==> config.mk <==
export PLATFORM = sky130hd
export DESIGN_NAME = leading_ones_decoder_flat
export DESIGN_NICKNAME = d
export VERILOG_FILES = /design/src/rtl/leading_ones_pkg.sv /design/src/rtl/leading_ones_decoder_if.sv /design/src/rtl/step_timer.sv /design/src/rtl/leading_ones_decoder.sv /design/src/flat_wrapper.sv
export SDC_FILE = /design/constraint.sdc
export NUM_CORES = 1
export LEC_CHECK = 0
export BUFFER_PORTS_ARGS = -buffer_cell sky130_fd_sc_hd__buf_2
export CAP_MARGIN = 30
export CORE_MARGIN = 3
export CORE_UTILIZATION = 30
export CTS_CLUSTER_SIZE = 10
export DETAILED_ROUTE_END_ITERATION = 10
export GPL_TIMING_DRIVEN = 0
export HOLD_SLACK_MARGIN = 0.06
export MAX_ROUTING_LAYER = met4
export PLACE_DENSITY_LB_ADDON = 0.15
export REMOVE_ABC_BUFFERS = 1
export SYNTH_ARGS = -nofsm -noshare
export SYNTH_HDL_FRONTEND = slang
export SYNTH_SLANG_ARGS = --single-unit
==> constraint.sdc <==
create_clock -name clk -period 2.2 [get_ports clk]
set_input_delay 0.11 -clock clk [delete_from_list [all_inputs] [get_ports clk]]
set_output_delay 0.11 -clock clk [all_outputs]
set_load 0.005 [all_outputs]
==> src/rtl/leading_ones_pkg.sv <==
// -----------------------------------------------------------------------------
// leading_ones_pkg
// Shared definitions for the leading-ones encoder/decoder pair.
//   lod_state_t  : control FSM states (IDLE, FILL)
//   DEFAULT_BITS : default thermometer width
//   code_width() : width of a count code able to hold 0..bits inclusive
// -----------------------------------------------------------------------------
package leading_ones_pkg;

    typedef enum logic [0:0] {
        IDLE = 1'b0,
        FILL = 1'b1
    } lod_state_t;

    localparam int DEFAULT_BITS = 16;

    // A code must represent the value "bits" itself, hence the extra bit.
    function automatic int code_width(input int bits);
        return $clog2(bits) + 1;
    endfunction

endpackage

==> src/rtl/leading_ones_decoder_if.sv <==
// -----------------------------------------------------------------------------
// leading_ones_decoder_if
// Command channel into the leading-ones decoder.
//   in_valid : command valid              (master -> slave)
//   in_code  : requested count, CW bits   (master -> slave)
//   in_ready : slave can accept a command (slave -> master)
// -----------------------------------------------------------------------------
interface leading_ones_decoder_if #(
    parameter int BITS = 16
) ();
    import leading_ones_pkg::*;

    localparam int CW = code_width(BITS);

    logic          in_valid;
    logic [CW-1:0] in_code;
    logic          in_ready;

    modport master (
        output in_valid,
        output in_code,
        input  in_ready
    );

    modport slave (
        input  in_valid,
        input  in_code,
        output in_ready
    );

endinterface

==> src/rtl/step_timer.sv <==
// -----------------------------------------------------------------------------
// step_timer
// Free-running divider that paces the thermometer fill.
//   clk, rst_n : clock, synchronous active-low reset
//   clear      : force the count back to zero (wins over enable)
//   enable     : advance the count by one each cycle
//   tick       : high while enabled and sitting on the terminal count
//                (STEP_CYCLES-1); the count wraps to zero on that edge
// -----------------------------------------------------------------------------
module step_timer #(
    parameter int STEP_CYCLES = 4
) (
    input  logic clk,
    input  logic rst_n,
    input  logic clear,
    input  logic enable,
    output logic tick
);

    localparam int TW = (STEP_CYCLES > 1) ? $clog2(STEP_CYCLES) : 1;
    localparam logic [TW-1:0] TERM = TW'(STEP_CYCLES - 1);

    logic [TW-1:0] cnt_q;
    logic [TW-1:0] cnt_d;
    logic          at_term_s;

    assign at_term_s = (cnt_q == TERM);
    assign tick      = enable & at_term_s & ~clear;

    // Next-count computation: clear, wrap on terminal count, or increment.
    always_comb begin
        cnt_d = cnt_q;
        if (clear) begin
            cnt_d = {TW{1'b0}};
        end else if (enable) begin
            if (at_term_s) begin
                cnt_d = {TW{1'b0}};
            end else begin
                cnt_d = cnt_q + TW'(1);
            end
        end else begin
            cnt_d = cnt_q;
        end
    end

    // Count register with synchronous reset.
    always_ff @(posedge clk) begin
        if (!rst_n) begin
            cnt_q <= {TW{1'b0}};
        end else begin
            cnt_q <= cnt_d;
        end
    end

endmodule

==> src/rtl/leading_ones_decoder.sv <==
// -----------------------------------------------------------------------------
// leading_ones_decoder
// Turns a count code (0..BITS) into a BITS-wide thermometer pattern that
// fills from bit 0 upward, one bit every STEP_CYCLES clocks.
//   clk, rst_n : clock, synchronous active-low reset
//   cmd        : command channel (in_valid / in_code / in_ready), slave side
//   abort      : stop an in-progress fill, leaving the partial pattern
//   LED        : thermometer pattern, held in IDLE until the next legal accept
//   busy       : fill in progress
//   done       : one-cycle pulse when a fill (or a zero code) completes
//   err        : one-cycle pulse when an out-of-range code is accepted
// All outputs are registered; in_ready depends only on the FSM state.
// -----------------------------------------------------------------------------
module leading_ones_decoder
    import leading_ones_pkg::*;
#(
    parameter int BITS        = DEFAULT_BITS,
    parameter int STEP_CYCLES = 4
) (
    input  logic                  clk,
    input  logic                  rst_n,
    leading_ones_decoder_if.slave cmd,
    input  logic                  abort,
    output logic [BITS-1:0]       LED,
    output logic                  busy,
    output logic                  done,
    output logic                  err
);

    localparam int CW = code_width(BITS);
    // BITS expressed at code width; CW always has room for BITS itself,
    // so the range check below never truncates.
    localparam logic [CW-1:0] BITS_CODE = CW'(BITS);

    lod_state_t      state_q;
    lod_state_t      state_d;
    logic [BITS-1:0] led_q;
    logic [BITS-1:0] led_d;
    logic [CW-1:0]   fill_cnt_q;
    logic [CW-1:0]   fill_cnt_d;
    logic [CW-1:0]   target_q;
    logic [CW-1:0]   target_d;
    logic            in_ready_q;
    logic            in_ready_d;
    logic            busy_q;
    logic            busy_d;
    logic            done_q;
    logic            done_d;
    logic            err_q;
    logic            err_d;

    logic            accept_s;
    logic            tick_s;
    logic            timer_clear_s;
    logic            timer_enable_s;
    logic [CW-1:0]   fill_cnt_inc_s;

    assign accept_s       = cmd.in_valid & in_ready_q;
    assign fill_cnt_inc_s = fill_cnt_q + CW'(1);

    // The timer only runs while filling; abort resets it on the same edge
    // that drops the FSM back to IDLE.
    assign timer_enable_s = (state_q == FILL);
    assign timer_clear_s  = (state_q != FILL) | abort;

    step_timer #(
        .STEP_CYCLES (STEP_CYCLES)
    ) u_step_timer (
        .clk    (clk),
        .rst_n  (rst_n),
        .clear  (timer_clear_s),
        .enable (timer_enable_s),
        .tick   (tick_s)
    );

    // FSM next-state, LED shift and pulse generation.
    always_comb begin
        state_d    = state_q;
        led_d      = led_q;
        fill_cnt_d = fill_cnt_q;
        target_d   = target_q;
        done_d     = 1'b0;
        err_d      = 1'b0;

        case (state_q)
            IDLE: begin
                if (accept_s) begin
                    if (cmd.in_code > BITS_CODE) begin
                        err_d = 1'b1;
                    end else if (cmd.in_code == {CW{1'b0}}) begin
                        led_d  = {BITS{1'b0}};
                        done_d = 1'b1;
                    end else begin
                        led_d      = {BITS{1'b0}};
                        target_d   = cmd.in_code;
                        fill_cnt_d = {CW{1'b0}};
                        state_d    = FILL;
                    end
                end else begin
                    state_d = IDLE;
                end
            end

            FILL: begin
                // abort takes priority even over the final bit.
                if (abort) begin
                    fill_cnt_d = {CW{1'b0}};
                    state_d    = IDLE;
                end else if (tick_s) begin
                    led_d      = {led_q[BITS-2:0], 1'b1};
                    fill_cnt_d = fill_cnt_inc_s;
                    if (fill_cnt_inc_s == target_q) begin
                        done_d  = 1'b1;
                        state_d = IDLE;
                    end else begin
                        state_d = FILL;
                    end
                end else begin
                    state_d = FILL;
                end
            end

            default: begin
                state_d    = IDLE;
                fill_cnt_d = {CW{1'b0}};
            end
        endcase

        // Status flags follow the next state so they change together with it.
        in_ready_d = (state_d == IDLE);
        busy_d     = (state_d == FILL);
    end

    // State and output registers with synchronous reset.
    always_ff @(posedge clk) begin
        if (!rst_n) begin
            state_q    <= IDLE;
            led_q      <= {BITS{1'b0}};
            fill_cnt_q <= {CW{1'b0}};
            target_q   <= {CW{1'b0}};
            in_ready_q <= 1'b1;
            busy_q     <= 1'b0;
            done_q     <= 1'b0;
            err_q      <= 1'b0;
        end else begin
            state_q    <= state_d;
            led_q      <= led_d;
            fill_cnt_q <= fill_cnt_d;
            target_q   <= target_d;
            in_ready_q <= in_ready_d;
            busy_q     <= busy_d;
            done_q     <= done_d;
            err_q      <= err_d;
        end
    end

    assign cmd.in_ready = in_ready_q;
    assign LED          = led_q;
    assign busy         = busy_q;
    assign done         = done_q;
    assign err          = err_q;

endmodule

==> src/flat_wrapper.sv <==
// flat-port wrapper written by rule: the top's interface ports become plain ports
module leading_ones_decoder_flat import leading_ones_pkg::*;
#(
    parameter int BITS        = DEFAULT_BITS,
    parameter int STEP_CYCLES = 4
)
  (clk, rst_n, abort, LED, busy, done, err, cmd_in_valid, cmd_in_code, cmd_in_ready);
  leading_ones_decoder_if #(.BITS(BITS)) cmd_i ();
  input  logic clk;
  input  logic rst_n;
  input  logic abort;
  output logic [BITS-1:0] LED;
  output logic busy;
  output logic done;
  output logic err;
  input wire logic [$bits(cmd_i.in_valid)-1:0] cmd_in_valid;
  input wire logic [$bits(cmd_i.in_code)-1:0] cmd_in_code;
  output wire logic [$bits(cmd_i.in_ready)-1:0] cmd_in_ready;
  assign cmd_i.in_valid = cmd_in_valid;
  assign cmd_i.in_code = cmd_in_code;
  assign cmd_in_ready = cmd_i.in_ready;
  leading_ones_decoder #(.BITS(BITS), .STEP_CYCLES(STEP_CYCLES)) u_core (.clk(clk), .rst_n(rst_n), .cmd(cmd_i), .abort(abort), .LED(LED), .busy(busy), .done(done), .err(err));
endmodule
# [After elaboration in Yosys (flattened, before gate mapping)]
# Index checks and enable logic that the tools add are counted.
[op_classes] addsub=2 order_cmp=1 n_eq_ne=8 mux=27 bitwise_logic=11 reduce_logical=6
[op_table] op="$mux W16" n=4
[op_table] op="$pmux W16 S2" n=1
[op_table] op="$mux W5" n=5
[op_table] op="$mux W1" n=13
[op_table] op="$reduce_and A4 Y1" n=3
[op_table] op="$pmux W5 S2" n=1
[op_table] op="$ne A2 B2 Y1 const B" n=4
[op_table] op="$not A1 Y1" n=7
[op_table] op="$add A5 B1 Y5 const B" n=1
[op_table] op="$eq A5 B5 Y1" n=1
[op_table] op="$gt A5 B5 Y1 const B" n=1
[op_table] op="$logic_not A5 Y1" n=1
[op_table] op="$pmux W1 S2" n=2
[op_table] op="$and A1 B1 Y1" n=3
[op_table] op="$ne A3 B3 Y1 const B" n=1
[op_table] op="$reduce_or A3 Y1" n=1
[op_table] op="$add A2 B1 Y2 const B" n=1
[op_table] op="$eq A2 B2 Y1 const B" n=1
[op_table] op="$mux W2" n=1
[op_table] op="$ne A2 B1 Y1 const B" n=1
[op_table] op="$reduce_or A2 Y1" n=1
[op_table] op="$or A1 B1 Y1" n=1
[word_totals] reg_bits=32 input_bits=9 out_inout_bits=20

# [Depth between registers and ports, before layout]
[depth] depth_word=8 depth_mapped=7 depth_no_buf=6

# [Hierarchy]
# Synthesis repeated with hierarchy kept, for this count alone.
[hier_totals] hier_cells=156 area_unflattened_um2=1471.4
[modules_own_cells] mod="leading_ones_decoder" instances=1 cells_each=145 area_per_inst_um2=1367.6
[modules_own_cells] mod="step_timer" instances=1 cells_each=11 area_per_inst_um2=103.8

# [Worst setup path before layout]
# Ideal clock, no wire load.
[synth_path] path_kind="input -> register" startpoint="in cmd_in_code[0]" endpoint="reg u_core.target_q[0]" setup_time_ps=128 arrival_time_ps=1704 slack_ps=369 stages=7 path_buffers=1 path_cell_list="or4_1 > ha_1 > and4bb_4 > and2b_1 > buf_6 > mux2i_1 > nor2_1"
[synth_between] elab_chain_cells=3
[synth_rtl] item="start, declared" line="flat_wrapper.sv:17" source="input wire logic [$bits(cmd_i.in_code)-1:0] cmd_in_code;"
[synth_rtl] item="$gt A5 B5 Y1 or $logic_not A5 Y1 (tied branches)" line="leading_ones_decoder.sv:88, leading_ones_decoder.sv:90"
[synth_rtl] item="$not A1 Y1 (no source line)"
[synth_rtl] item="$reduce_and A4 Y1 (no source line)"
[synth_rtl] item="end signal, assigned" line="leading_ones_decoder.sv:140" source="target_q <= {CW{1'b0}};"
[synth_rtl] item="end signal, assigned" line="leading_ones_decoder.sv:149" source="target_q <= target_d;"
[synth_rtl] item="end, declared" line="leading_ones_decoder.sv:41" source="logic [CW-1:0] target_q;"
# Parallel ways exist; a longest one is shown, timed or not.
# A chain may end at the register's enable or synchronous reset.

# [Worst setup path in the final report]
[layout_path] startpoint="in cmd_in_code[0]" endpoint="reg u_core.target_q[1]"
[layout_between] elab_chain_cells=3
[layout_rtl] item="$gt A5 B5 Y1 or $logic_not A5 Y1 (tied branches)" line="leading_ones_decoder.sv:88, leading_ones_decoder.sv:90"
[layout_rtl] item="$not A1 Y1 (no source line)"
[layout_rtl] item="$reduce_and A4 Y1 (no source line) *"
# Mark *: on every way between the ends. The rest lies on a longest branch, timed or not.

==> flow_summary.ini <==
[cells_and_area]
syn2layout_area_growth_pct = 20.00
area.sequential_sq_um = 640.6
layout-drive-gt1-share_pct = 26.04
multi_input_area_sq_um = 683.2
postLayoutCoreUtil_pct = 37.93
final_nets = 182
nFillCells = 446
antennaDiodeCount = 0
layoutNonFillerInstCount = 221

[setup_path]
critPathMaxFanout = 5
reg2reg_depth = 5
rrSetupSlack_ns = 0.40
crit_type = in2reg
r2r-end = u_core.LED[11]$_SDFFE_PN0P_
cp_slowest_stage_delay_ns = 0.57
critPathRequiredTime_ns = 2.35
slowest_stage = or4_1
cp.arrival_ns = 2.05
setup.worst_path.end_class = flip-flop
crit_chain = buf_2 -> or4_1 -> ha_1 -> and4bb_4 -> and2b_1 -> mux2i_1 -> nor2_1
startpoint_type = input pin
crit_family = simple AND/OR/NAND/NOR gates
path_buf_inv = 1
r2r_start = u_core.u_step_timer.cnt_q[0]$_SDFFE_PP0P_

[synth]
netlist_instances = 140
synthMuxAreaShare_pct = 4.395
synth_edf_count = 0
synth-main-ff-cell = dfxtp_1
avgSynthCellArea_sq_um = 9.965
ys_seq_elements = 32
synth_fa_ha_area_share_pct = 4.484
synth_top_family_by_area = compound AO/OA/AOI/OAI gates
synthXorXnorAreaFrac_pct = 3.767
syn_area_sq_um = 1395
yosysSeqAreaShare_pct = 45.92
synth_cell_types = 40
ys_top_cells_by_area = dfxtp_1 46%, a22oi_1 8.1%, nor2_1 6.7%
async_flop_share_pct = 0
yosys.area_share.simple_pct = 18.03
yosys_warnings = 0
yosysTopAreaCell = dfxtp_1
synth_compound_area_share_pct = 18.30
synth_top_area_share_pct = 45.92

[global_routing]
grt_busiest_layer = met2
grt_pass1_vias = 1028
antenna_found_initial = 0
grtUsageMet1_pct = 13.83
track_usage_pct = 11.97
grt_pass1_wl_um = 4802
grt_max_degree = 27
overflow = 0
use_met2_pct = 18.50
grtUsageMet3_pct = 3.108

[floorplan]
die_width_um = 74.20
start_util_pct = 31.60
num_io_pins = 29
core_area_sq_um = 4414
die_height_um = 74.20
dieArea_sq_um = 5505
rows = 24

[clock_network]
clkTransAtPathRegs_ns = 0.07
cts.htree.levels = 2
cts_max_path_buffers = 2
cts_setup_buffers = 0
clk_latency_ns = 0.28
clock_sinks = 32
cts_buffers = 5
cts_tree = yes
cts_resized = 0
cts_hold_buf = 0
root_buffer = clkbuf_8

[placement]
gp_congestion = 0.7146
portBuffers = 28
dp.cells = 213
dpl.hpwl_um = 2078

[worst_hold_path]
worstHoldPathCells = 3
min_to = u_core.target_q[2]$_SDFFE_PN0P_
hold_class = in2reg
worstHoldStart = cmd_in_code[2]

[timing]
timing.slew.headroom_pct = 51.05
period_share_pct = 86.39
clock.fmax_mhz = 526.1
skew_ns = 0.004781
rsz0062_at_grt = false
layout_min_cycle_time_ns = 1.901
slew_violations = 0
worst_pin_slew_ns = 0.7297
finalSetupViolCount = 0
hold_viol = 0

[detailed_routing]
drc_errors = 0
drt_wl_total_um = 2917
num_vias = 1110
dr.pass1.iters = 4
routedWlPerCell_um = 13.20
drtIter0Drc = 42
ant_nets = 0
vias_per_cell = 5.023

[pwr]
pwr_density_cell_nw_per_um2 = 771.1
vdd_drop_max_uv = 337.6
seq_power_share_pct = 46.2
p_leak_nw = 0.7176
p_sw_share_pct = 20.87
combPwrFrac_pct = 6.1
internal_power_mw = 1.021
power_switching_mw = 0.2694
clkPwrFrac_pct = 47.6

[job]
drv_cap = 0

[run_status]
status = completed
-- logic make-up after synthesis --
kind of cell	after synthesis
buf+inv	12
mux	6
fa+ha+maj	5
xor+xnor	6
compound gates	31
simple gates	48
flops	32
-- sequential cells by signal, indices dropped and copies added, names as in the netlist --
register / cells
u_core.LED: 16
u_core.target_q: 5
u_core.done: 1
u_core.u_step_timer.cnt_q: 2
u_core.err: 1
u_core.cmd.in_ready: 1
u_core.fill_cnt_q: 5
u_core.state_q: 1
-- cell usage after synthesis (all sizes together) (2+ instances only) --
library cell,n
a32o,2
a22oi,15
ha,5
nand3b,2
nand3,2
a31oi,2
o21ai,5
buf,5
nand2,5
mux2i,5
clkbuf,2
xnor2,4
inv,4
nor2,26
nor3,3
dfxtp,32
xor2,2
-- cell type report --
cell class / count / area share [%]
Multi-Input combinational cell: 96 / 40.81
Inverter: 5 / 1.121
Tap cell: 52 / 3.886
Clock inverter: 1 / 1.794
Clock buffer: 7 / 5.755
Sequential cell: 32 / 38.27
Timing Repair Buffer: 28 / 8.371
-- worst register-to-register path, delay by kind of cell (launching register included) --
| kind | cells | cell delay (ns) |
|---|---|---|
| and+or+nand+nor | 3 | 0.92 |
| DFF | 1 | 0.34 |
| adders and majority gates | 1 | 0.22 |
| AOI/OAI and AO/OA | 1 | 0.20 |
-- how the worst max path moves through the flow --
stage,startpoint,endpoint,slack [ns],cells past startpoint
final,cmd_in_code[0],u_core.target_q[1]$_SDFFE_PN0P_,0.30,7
after global routing,cmd_in_code[0],u_core.target_q[3]$_SDFFE_PN0P_,0.20,7
after floorplan,cmd_in_code[0],u_core.target_q[0]$_SDFFE_PN0P_,0.33,6
after global placement,cmd_in_code[0],u_core.target_q[1]$_SDFFE_PN0P_,0.01,7
after CTS,cmd_in_code[0],u_core.target_q[1]$_SDFFE_PN0P_,0.28,7
after detailed placement,cmd_in_code[0],u_core.target_q[1]$_SDFFE_PN0P_,-0.02,7
-- through the flow --
step           area (sq um)  hold WS [ns]  total power [mW]  worst slack (ns)  TNS [ns]
6_report               1674       0.08064             1.291            0.2993         0
5_1_grt                1674       0.09445             1.347            0.1952         0
4_1_cts                1674       0.07283             1.309            0.2806         0
3_5_place_dp           1548        0.3701            0.6903          -0.01743  -0.04762
3_3_place_gp           1548        0.3593            0.6879          0.009585         0
2_1_floorplan          1343        0.2262            0.6612            0.3270         0
-- power by group through the flow --
| stage | clock network (mW) | logic (mW) | registers (mW) |
|---|---|---|---|
| 2_1_floorplan | 0 | 0.0526 | 0.609 |
| 3_3_place_gp | 0 | 0.0786 | 0.609 |
| 3_5_place_dp | 0 | 0.0807 | 0.610 |
| 4_1_cts | 0.632 | 0.0810 | 0.596 |
| 5_1_grt | 0.663 | 0.0875 | 0.597 |
| 6_report | 0.615 | 0.0794 | 0.596 |
-- cells in the final DEF, fill, tap and decap left out, drive strengths merged, types with 2 or more instances in the layout --
cell and count:
buf 28, o21ai 5, nor3 3, a32o 2
nand3b 2, inv 4, xor2 2, ha 5
xnor2 4, mux2i 5, nand3 2, a22oi 15
nor2 26, a31oi 2, dfxtp 32, clkbuf 7
nand2 5
-- per-layer routing --
| layer | up-vias | share of wire (%) |
|---|---|---|
| li1 | 550 | - |
| met5 | - | 0 |
| met4 | 0 | 1.3 |
| met2 | 28 | 47 |
| met1 | 527 | 45 |
| met3 | 5 | 6.1 |
(Power assumes the default switching activity.)
